[src/rtl/sdio_cmd_uart_logger_if.sv]
`default_nettype none
// ============================================================================
//  Module   : sdio_cmd_uart_logger_if
//  Purpose  : Bundles the SDIO command-receive inputs, the uart_tx byte
//             handshake and the logger status outputs into one port.
//  Revision : 1.0  initial release
// ============================================================================
interface sdio_cmd_uart_logger_if #(
  parameter int DEPTH = 16
);
  logic [37:0]            cmd_data;
  logic                   cmd_strobe;
  logic                   cmd_error;
  logic                   enable;
  logic                   clear_overflow;
  logic                   uart_tx_send_byte;
  logic [7:0]             uart_tx_byte;
  logic                   uart_tx_active;
  logic [$clog2(DEPTH):0] fifo_count;
  logic                   overflow;

  // Environment side: produces commands, models uart_tx, watches status
  modport master (
    output cmd_data, cmd_strobe, cmd_error, enable, clear_overflow, uart_tx_active,
    input  uart_tx_send_byte, uart_tx_byte, fifo_count, overflow
  );

  // Logger side
  modport slave (
    input  cmd_data, cmd_strobe, cmd_error, enable, clear_overflow, uart_tx_active,
    output uart_tx_send_byte, uart_tx_byte, fifo_count, overflow
  );
endinterface
`default_nettype wire

[src/rtl/sdio_cmd_uart_logger.sv]
`default_nettype none
// ============================================================================
//  Module   : sdio_cmd_uart_logger
//  Purpose  : Buffers received SDIO command words in a FIFO and serialises
//             each as a 6-byte frame {SYNC, {err,lost,cmd[37:32]}, cmd[31:0]}
//             onto the uart_tx byte interface.
//  Revision : 1.0  initial release
// ============================================================================
module sdio_cmd_uart_logger #(
  parameter int         DEPTH     = 16,
  parameter logic [7:0] SYNC_BYTE = 8'hA5
) (
  input  wire                    clock,
  input  wire                    reset_n,
  sdio_cmd_uart_logger_if.slave  bus
);

  localparam int AW = $clog2(DEPTH);
  localparam int PW = AW + 1;

  typedef enum logic [2:0] {
    S_IDLE       = 3'd0,
    S_LOAD       = 3'd1,
    S_SEND       = 3'd2,
    S_WAIT_START = 3'd3,
    S_WAIT_DONE  = 3'd4
  } state_t;

  logic [38:0]   r_mem [DEPTH];
  logic [PW-1:0] r_wr;
  logic [PW-1:0] r_rd;
  logic          r_ovf;
  logic          r_lost;

  state_t        r_state;
  logic [2:0]    r_idx;
  logic [38:0]   r_sh;
  logic          r_lost_cap;
  logic          r_send;
  logic [7:0]    r_byte;

  logic [PW-1:0] w_count;
  logic          w_full;
  logic          w_empty;
  logic          w_pop;
  logic          w_req;
  logic          w_push;
  logic          w_drop;
  logic [2:0]    w_nidx;
  logic [7:0]    w_next_byte;

  // Pointers carry one extra bit so full and empty are distinguishable
  assign w_count = r_wr - r_rd;
  assign w_full  = (w_count == PW'(DEPTH));
  assign w_empty = (w_count == '0);
  // LOAD is only entered with a non-empty FIFO, so it always pops
  assign w_pop   = (r_state == S_LOAD);
  assign w_req   = bus.cmd_strobe & bus.enable;
  // A pop in the same cycle frees a slot, so a full FIFO can still accept
  assign w_push  = w_req & (~w_full | w_pop);
  assign w_drop  = w_req & w_full & ~w_pop;
  assign w_nidx  = r_idx + 3'd1;

  // Select the frame byte that follows the one currently on the wire
  always_comb begin
    w_next_byte = SYNC_BYTE;
    case (w_nidx)
      3'd1:    w_next_byte = {r_sh[38], r_lost_cap, r_sh[37:32]};
      3'd2:    w_next_byte = r_sh[31:24];
      3'd3:    w_next_byte = r_sh[23:16];
      3'd4:    w_next_byte = r_sh[15:8];
      3'd5:    w_next_byte = r_sh[7:0];
      default: w_next_byte = SYNC_BYTE;
    endcase
  end

  // FIFO storage; contents need no reset since occupancy is pointer-based
  always_ff @(posedge clock) begin
    if (w_push) begin
      r_mem[r_wr[AW-1:0]] <= {bus.cmd_error, bus.cmd_data};
    end
  end

  // FIFO pointers plus sticky overflow and the lost-word marker
  always_ff @(posedge clock or negedge reset_n) begin
    if (!reset_n) begin
      r_wr   <= '0;
      r_rd   <= '0;
      r_ovf  <= 1'b0;
      r_lost <= 1'b0;
    end else begin
      if (w_push) r_wr <= r_wr + PW'(1);
      if (w_pop)  r_rd <= r_rd + PW'(1);
      // A drop in the same cycle as a clear keeps the flag set
      if (w_drop)                  r_ovf <= 1'b1;
      else if (bus.clear_overflow) r_ovf <= 1'b0;
      // The marker is consumed by the frame being loaded unless a new drop lands
      if (w_drop)     r_lost <= 1'b1;
      else if (w_pop) r_lost <= 1'b0;
    end
  end

  // Frame serialiser: one byte per uart_tx start/finish handshake
  always_ff @(posedge clock or negedge reset_n) begin
    if (!reset_n) begin
      r_state    <= S_IDLE;
      r_idx      <= 3'd0;
      r_sh       <= '0;
      r_lost_cap <= 1'b0;
      r_send     <= 1'b0;
      r_byte     <= 8'h00;
    end else begin
      r_send <= 1'b0;
      case (r_state)
        S_IDLE: begin
          if (!w_empty) r_state <= S_LOAD;
        end
        S_LOAD: begin
          r_sh       <= r_mem[r_rd[AW-1:0]];
          r_lost_cap <= r_lost;
          r_idx      <= 3'd0;
          r_byte     <= SYNC_BYTE;
          r_send     <= 1'b1;
          r_state    <= S_SEND;
        end
        S_SEND: begin
          r_state <= S_WAIT_START;
        end
        S_WAIT_START: begin
          if (bus.uart_tx_active) r_state <= S_WAIT_DONE;
        end
        S_WAIT_DONE: begin
          if (!bus.uart_tx_active) begin
            if (r_idx == 3'd5) begin
              r_state <= S_IDLE;
            end else begin
              r_idx   <= w_nidx;
              r_byte  <= w_next_byte;
              r_send  <= 1'b1;
              r_state <= S_SEND;
            end
          end
        end
        default: r_state <= S_IDLE;
      endcase
    end
  end

  assign bus.uart_tx_send_byte = r_send;
  assign bus.uart_tx_byte      = r_byte;
  assign bus.fifo_count        = w_count;
  assign bus.overflow          = r_ovf;

endmodule
`default_nettype wire
[src/flat_wrapper.sv]
// flat-port wrapper written by rule: the top's interface ports become plain ports
module sdio_cmd_uart_logger_flat 
#(
  parameter int         DEPTH     = 16,
  parameter logic [7:0] SYNC_BYTE = 8'hA5
)
  (clock, reset_n, bus_cmd_data, bus_cmd_strobe, bus_cmd_error, bus_enable, bus_clear_overflow, bus_uart_tx_active, bus_uart_tx_send_byte, bus_uart_tx_byte, bus_fifo_count, bus_overflow);
  sdio_cmd_uart_logger_if #(.DEPTH(DEPTH)) bus_i ();
  input  wire clock;
  input  wire reset_n;
  input wire logic [$bits(bus_i.cmd_data)-1:0] bus_cmd_data;
  input wire logic [$bits(bus_i.cmd_strobe)-1:0] bus_cmd_strobe;
  input wire logic [$bits(bus_i.cmd_error)-1:0] bus_cmd_error;
  input wire logic [$bits(bus_i.enable)-1:0] bus_enable;
  input wire logic [$bits(bus_i.clear_overflow)-1:0] bus_clear_overflow;
  input wire logic [$bits(bus_i.uart_tx_active)-1:0] bus_uart_tx_active;
  output wire logic [$bits(bus_i.uart_tx_send_byte)-1:0] bus_uart_tx_send_byte;
  output wire logic [$bits(bus_i.uart_tx_byte)-1:0] bus_uart_tx_byte;
  output wire logic [$bits(bus_i.fifo_count)-1:0] bus_fifo_count;
  output wire logic [$bits(bus_i.overflow)-1:0] bus_overflow;
  assign bus_i.cmd_data = bus_cmd_data;
  assign bus_i.cmd_strobe = bus_cmd_strobe;
  assign bus_i.cmd_error = bus_cmd_error;
  assign bus_i.enable = bus_enable;
  assign bus_i.clear_overflow = bus_clear_overflow;
  assign bus_i.uart_tx_active = bus_uart_tx_active;
  assign bus_uart_tx_send_byte = bus_i.uart_tx_send_byte;
  assign bus_uart_tx_byte = bus_i.uart_tx_byte;
  assign bus_fifo_count = bus_i.fifo_count;
  assign bus_overflow = bus_i.overflow;
  sdio_cmd_uart_logger #(.DEPTH(DEPTH), .SYNC_BYTE(SYNC_BYTE)) u_core (.clock(clock), .reset_n(reset_n), .bus(bus_i));
endmodule
[config.mk]
export PLATFORM = sky130hd
export DESIGN_NAME = sdio_cmd_uart_logger_flat
export DESIGN_NICKNAME = d
export VERILOG_FILES = /design/src/rtl/sdio_cmd_uart_logger_if.sv /design/src/rtl/sdio_cmd_uart_logger.sv /design/src/flat_wrapper.sv
export SDC_FILE = /design/constraint.sdc
export NUM_CORES = 1
export LEC_CHECK = 0
export ABC_AREA = 1
export ABC_CLOCK_PERIOD_IN_PS = 4300
export BUFFER_PORTS_ARGS = -buffer_cell sky130_fd_sc_hd__buf_2
export CORE_ASPECT_RATIO = 1.75
export CORE_MARGIN = 5
export CORE_UTILIZATION = 46
export CTS_BUF_LIST = sky130_fd_sc_hd__clkbuf_16
export CTS_CLUSTER_DIAMETER = 150
export DETAILED_ROUTE_END_ITERATION = 7
export SLEW_MARGIN = 10
export SYNTH_ARGS = -nofsm -noshare
export SYNTH_HDL_FRONTEND = slang
export SYNTH_SLANG_ARGS = --single-unit
[constraint.sdc]
create_clock -name clock -period 4.3 [get_ports clock]
set_clock_uncertainty 0.1 [all_clocks]
set_input_delay 0.215 -clock clock [delete_from_list [all_inputs] [get_ports clock]]
set_output_delay 0.215 -clock clock [all_outputs]
set_load 0.01 [all_outputs]
### After elaboration in Yosys (flattened, before gate mapping)

Memory sizes are Yosys's and may differ from the RTL's. A register that Yosys moved wholly into a read port is not among the register bits.
Cells that the tools add are included.

* bits in registers: 28
* RAM bits: 624
* input port bits: 45
* output and inout bits: 15
* word-level logic and storage cells: 65
* memories: 1

* add/subtract/negate cells: 4
* equality and inequality tests: 15
* mux-type cells: 21
* bitwise operators: 7
* reduce and logical (&&, ||, !) cells: 8

Memory list
* u_core.r_mem: words 16, bits a word 39, rd ports 1, clocked after Yosys merged registers in 1, wr ports 1, RTL line sdio_cmd_uart_logger.sv:29 `logic [38:0] r_mem [DEPTH];`

Operators by type and width (number)
* one-hot mux 8 bit (5 select lines): 1
* two-way mux 8 bit: 2
* one-hot mux 8 bit (2 select lines): 1
* two-way mux 3 bit: 5
* one-hot mux 3 bit (5 select lines): 1
* equality test 3 x 2 -> 1 bit, second input constant: 4
* equality test 3 bit, second input constant: 4
* adder 5 x 1 -> 5 bit, second input constant: 2
* two-way mux 1 bit: 8
* != test 2 bit, second input constant: 4
* equality test 3 x 1 -> 1 bit, second input constant: 2
* one-hot mux 3 bit (2 select lines): 1
* AND reduction 3 bit: 2
* nonzero test 2 bit: 3
* equality test 5 bit, second input constant: 1
* zero test 5 bit: 1
* subtractor 5 bit: 1
* bitwise AND 1 bit: 4
* adder 3 x 1 -> 3 bit, second input constant: 1
* zero test 3 bit: 1
* two-way mux 2 bit: 1
* inverter 1 bit: 2
* one-hot mux 1 bit (2 select lines): 1
* zero test 1 bit: 1
* OR 1 bit: 1

### Logic depth before layout (Yosys ltp)

* depth after elaboration: 7
* gate-level depth with buffers: 14
* depth with buffers taken out: 13

### Least setup slack after synthesis

Ideal clock, no wire load.

* path kind: reg2reg
* start point: reg u_core.r_rd[2]
* end point: mem u_core.r_mem[10][0], enable pin
* library setup time: 0.435 ns
* arrival time: 3.645 ns
* data required time: 3.765 ns
* path slack: 0.120 ns
* cell stages (with the launch flop): 13
* path buffers: 3
* clock period less this slack: 4.180 ns
* path through: dfrtp_1 buf_2 inv_1 clkbuf_1 ha_1 a21oi_1 nand3_1 nand2_1 nor2_1 nand2_2 nand2_2 buf_4 nor2_1

* cells in the longest elaborated chain, start to end: 7

RTL lines
* start: declaration: RTL line sdio_cmd_uart_logger.sv:31 `logic [PW-1:0] r_rd;`
* start signal: assignment: RTL line sdio_cmd_uart_logger.sv:93 `if (w_pop) r_rd <= r_rd + PW'(1);`
* subtractor 5 bit: RTL line sdio_cmd_uart_logger.sv:53 `assign w_count = r_wr - r_rd;`
* via bus_fifo_count[3]: RTL line flat_wrapper.sv:19 `output wire logic [$bits(bus_i.fifo_count)-1:0] bus_fifo_count;`
* equality test 5 bit: RTL line sdio_cmd_uart_logger.sv:54 `assign w_full = (w_count == PW'(DEPTH));`
* inverter 1 bit: RTL line sdio_cmd_uart_logger.sv:60 `assign w_push = w_req & (~w_full | w_pop);`
* OR 1 bit: RTL line sdio_cmd_uart_logger.sv:60
* bitwise AND 1 bit: RTL line sdio_cmd_uart_logger.sv:60
* two-way mux 1 bit: RTL line sdio_cmd_uart_logger.sv:79 `if (w_push) begin`
* two-way mux 1 bit (implied by the code): RTL line sdio_cmd_uart_logger.sv:80 `r_mem[r_wr[AW-1:0]] <= {bus.cmd_error, bus.cmd_data};`
* end: declaration: RTL line sdio_cmd_uart_logger.sv:29

The timed path passes the listed nets, and every way through them passes these cells.

### Worst setup path in the final report

* start point: reg u_core.r_wr[0]
* end point: mem u_core.r_mem[15][33], enable pin

* cells in the longest elaborated chain, start to end: 7

RTL lines
* start: declaration: RTL line sdio_cmd_uart_logger.sv:30 `logic [PW-1:0] r_wr;`
* start signal: assignment: RTL line sdio_cmd_uart_logger.sv:92 `if (w_push) r_wr <= r_wr + PW'(1);`
* subtractor 5 bit: RTL line sdio_cmd_uart_logger.sv:53
* equality test 5 bit: RTL line sdio_cmd_uart_logger.sv:54
* inverter 1 bit: RTL line sdio_cmd_uart_logger.sv:60
* OR 1 bit: RTL line sdio_cmd_uart_logger.sv:60
* bitwise AND 1 bit: RTL line sdio_cmd_uart_logger.sv:60
* two-way mux 1 bit: RTL line sdio_cmd_uart_logger.sv:79
* two-way mux 1 bit (implied by the code): RTL line sdio_cmd_uart_logger.sv:80

Several ways; a longest one is shown, not always the timed one.

==> impl_metrics.yaml <==
critical_path:
  worstSetupEndpointType: "flop"
  arrival_ns: 3.84
  crit_required_ns: 4.49
  reg2reg_from: "u_core.r_wr[0]"
  worstPathMaxFanout: 21
  crit_type: "reg2reg"
  reg2reg_slack_ns: 0.65
  critPathLaunchType: "flop"
  timing.rr.end: "u_core.r_mem[15][33]"
  reg2regPathDepth: 13
placement:
  placed_cell_area_sq_um: 28900
  gp_congestion: 0.904
  place_inst: 3058
  place_ws_ns: 0.664
  dp_hpwl_mm: 49.6
  io_buffers: 59
synth:
  avgSynthCellArea_sq_um: 12.1
  synth-compound-area-share_pct: 8.02
  synth_top_family_by_area: "simple AND/OR/NAND/NOR gates"
  yosysTopAreaCellShare_pct: 67.1
  synth_edf_count: 624
  yosysWarnings: 0
  yosysSeqAreaShare_pct: 73.1
  synth_top_area_cell: "edfxtp_1"
  synth_area_sq_um: 27900
  synth_nets: 2374
  netlist_instances: 2314
  synthArstFlopShare_pct: 9.70
  ys_ff_latch: 691
  synth_area_leaders: "edfxtp_1, nor2_1, dfrtp_1"
  synth_most_common_cell: "edfxtp_1"
  synth_cell_types: 28
  netlist_top_cells_count: "edfxtp_1, nor2_1, nand2_1"
  synth-main-ff-cell: "edfxtp_1"
  synth_mux_area_share_pct: 0
  yosys.area_share.adder_pct: 0.699
  synth_xor_area_share_pct: 0.251
  synth-simple-area-share_pct: 14.6
global_routing:
  grt_overflow: 0
  grt_first_pass_wirelength_mm: 117
  antenna_found_initial: 0
  grt_max_degree: 195
  grtUsageTotal_pct: 23.8
  grt_pass1_vias: 18000
routing:
  first_iter_violations: 1865
  drt_wl_total_mm: 79.2
  drt.antenna.violating_nets: 0
  wl_per_cell_microns: 24.7
  remaining_drc_errors: 0
  via_count: 18100
  drt-pass1-iter-count: 6
  viasPerCell: 5.63
cts:
  numCtsBuffers: 59
  clock-sinks: 691
  cts_hold_buf: 43
  clock_path_buffers: 3
  post_cts_buffers: 0
  cts_tree: "built"
  h-tree-depth: 2
  clkTransAtPathRegs_ns: 0.07
  clk_latency_ns: 0.63
  clockRootBuffer: "clkbuf_16"
  post_cts_resized: 0
pwr:
  leakage_nw: 10.8
  powerDensity_nw_per_um2: 647
  ir_drop_uv: 518
min_path:
  min_path_cells: 1
  hold_path_startpoint: "bus_cmd_data[21]"
  hold_path_class: "in2reg"
  hold_end: "u_core.r_mem[5][21]"
timing:
  relSlewSlack_pct: 18.8
  rsz0062_at_grt: "false"
  timing.final.ws_setup_ns: 0.650
  holdWs_ns: 0.0132
  post-route-period-util_pct: 84.9
  setup_tns_ns: 0
  worst_pin_slew_ns: 1.22
  fin_crit_ns: 3.65
  drv_slew: 0
  hold_viol: 0
  fmax_mhz: 274
  finalSetupViolations: 0
floorplanning:
  die_h_microns: 336
  start_util_pct: 46.4
  core_area_sq_um: 60200
  die_area_sq_um: 65900
  rows: 119
  pin_count: 60
  die_w_microns: 196
job:
  cap_violations: 0
final_layout:
  area_growth_pct: 11.6
  nNetsFinal: 2436
  fin_cells: 3210
  post-route-cell-area_sq_um: 31100
  nFillCells: 5221
  drive_gt1_share_pct: 8.91
status:
  status: "completed"
area by class of cell:
| class | instances | area (sq um) | share of cell area, % |
|---|---|---|---|
| Sequential cell | 691 | 20400 | 65.6 |
| Tap cell | 786 | 983 | 3.16 |
| Multi-Input combinational cell | 1448 | 6710 | 21.6 |
| Timing Repair Buffer | 139 | 1070 | 3.43 |
| Antenna cell | 1 | 2.50 | 0.00804 |
| Clock buffer | 60 | 1500 | 4.82 |
| Clock inverter | 48 | 300 | 0.964 |
| Inverter | 37 | 149 | 0.478 |
worst max-delay path by stage:
stage / from / end / slack [ns] / cells past startpoint
CTS: u_core.r_wr[0] / u_core.r_mem[15][33] / 0.66 / 13
detailed placement: u_core.r_wr[0] / u_core.r_mem[15][34] / 0.66 / 13
floorplan: u_core.r_rd[2] / u_core.r_mem[10][0] / 0.12 / 12
global placement: u_core.r_wr[0] / u_core.r_mem[15][1] / 0.77 / 13
finish: u_core.r_wr[0] / u_core.r_mem[15][33] / 0.65 / 13
global route: u_core.r_wr[0] / u_core.r_mem[15][33] / 0.46 / 13
per-stage QoR:
stage	power [mW]	utilization [%]
floorplan	12.8	-
global placement	15.1	48.1
detailed placement	15.2	48.1
CTS	20.2	51.8
global route	21.2	51.8
finish	20.1	51.8
power breakdown:
part / total, mW / internal [mW] / switching [mW]
Clock: 5.06 / 2.61 / 2.45
Sequential: 8.24 / 7.91 / 0.329
Combinational: 6.84 / 1.87 / 4.97
Total: 20.1 / 12.4 / 7.74
cells by family after synthesis:
| kind of cell | count (synthesis) |
|---|---|
| simple gates | 1017 |
| flops | 691 |
| compound gates | 408 |
| buf+inv | 175 |
| fa+ha+maj | 15 |
| xor+xnor | 8 |
sequential cells by signal, summed over array words and instances, names as in the netlist:
register	flops
u_core.r_wr	5
u_core.r_state	3
u_core.r_lost_cap	1
u_core.r_idx	3
u_core.bus.overflow	1
u_core.bus.uart_tx_byte	8
u_core.r_rd	5
u_core.r_mem	624
u_core.bus.uart_tx_send_byte	1
u_core.r_sh	39
u_core.r_lost	1
critical path, stage by stage (launching register included):
cell,delay [ns]
dfrtp_1,0.43
inv_1,0.15
ha_1,0.17
inv_1,0.06
fa_1,0.40
xor2_1,0.25
nor2_1,0.11
inv_1,0.09
nor2_1,0.07
nand2_2,0.13
nand2_2,0.09
buf_12,0.20
nor2_4,0.58
buf_4,0.44
routing by layer:
layer	global-route usage (%)	part of all wire, %	vias to the layer above	routed length (microns)
li1	-	-	8288	-
met1	28.3	37	9012	29600
met2	43.1	53	609	41700
met3	2.17	4.1	177	3240
met4	12.0	5.8	0	4620
met5	0	0	-	0
layout by cell type (no fill, tap or decap), types with 58 or more instances in the layout:
master and instances:
a21oi_1 84, nand2_1 350, buf_2 58, o21ai_0 223, nand3_1 185, nor2_1 452, dfrtp_1 64, o211ai_1 78
edfxtp_1 624, clkbuf_16 60
(Power assumes the default switching activity.)
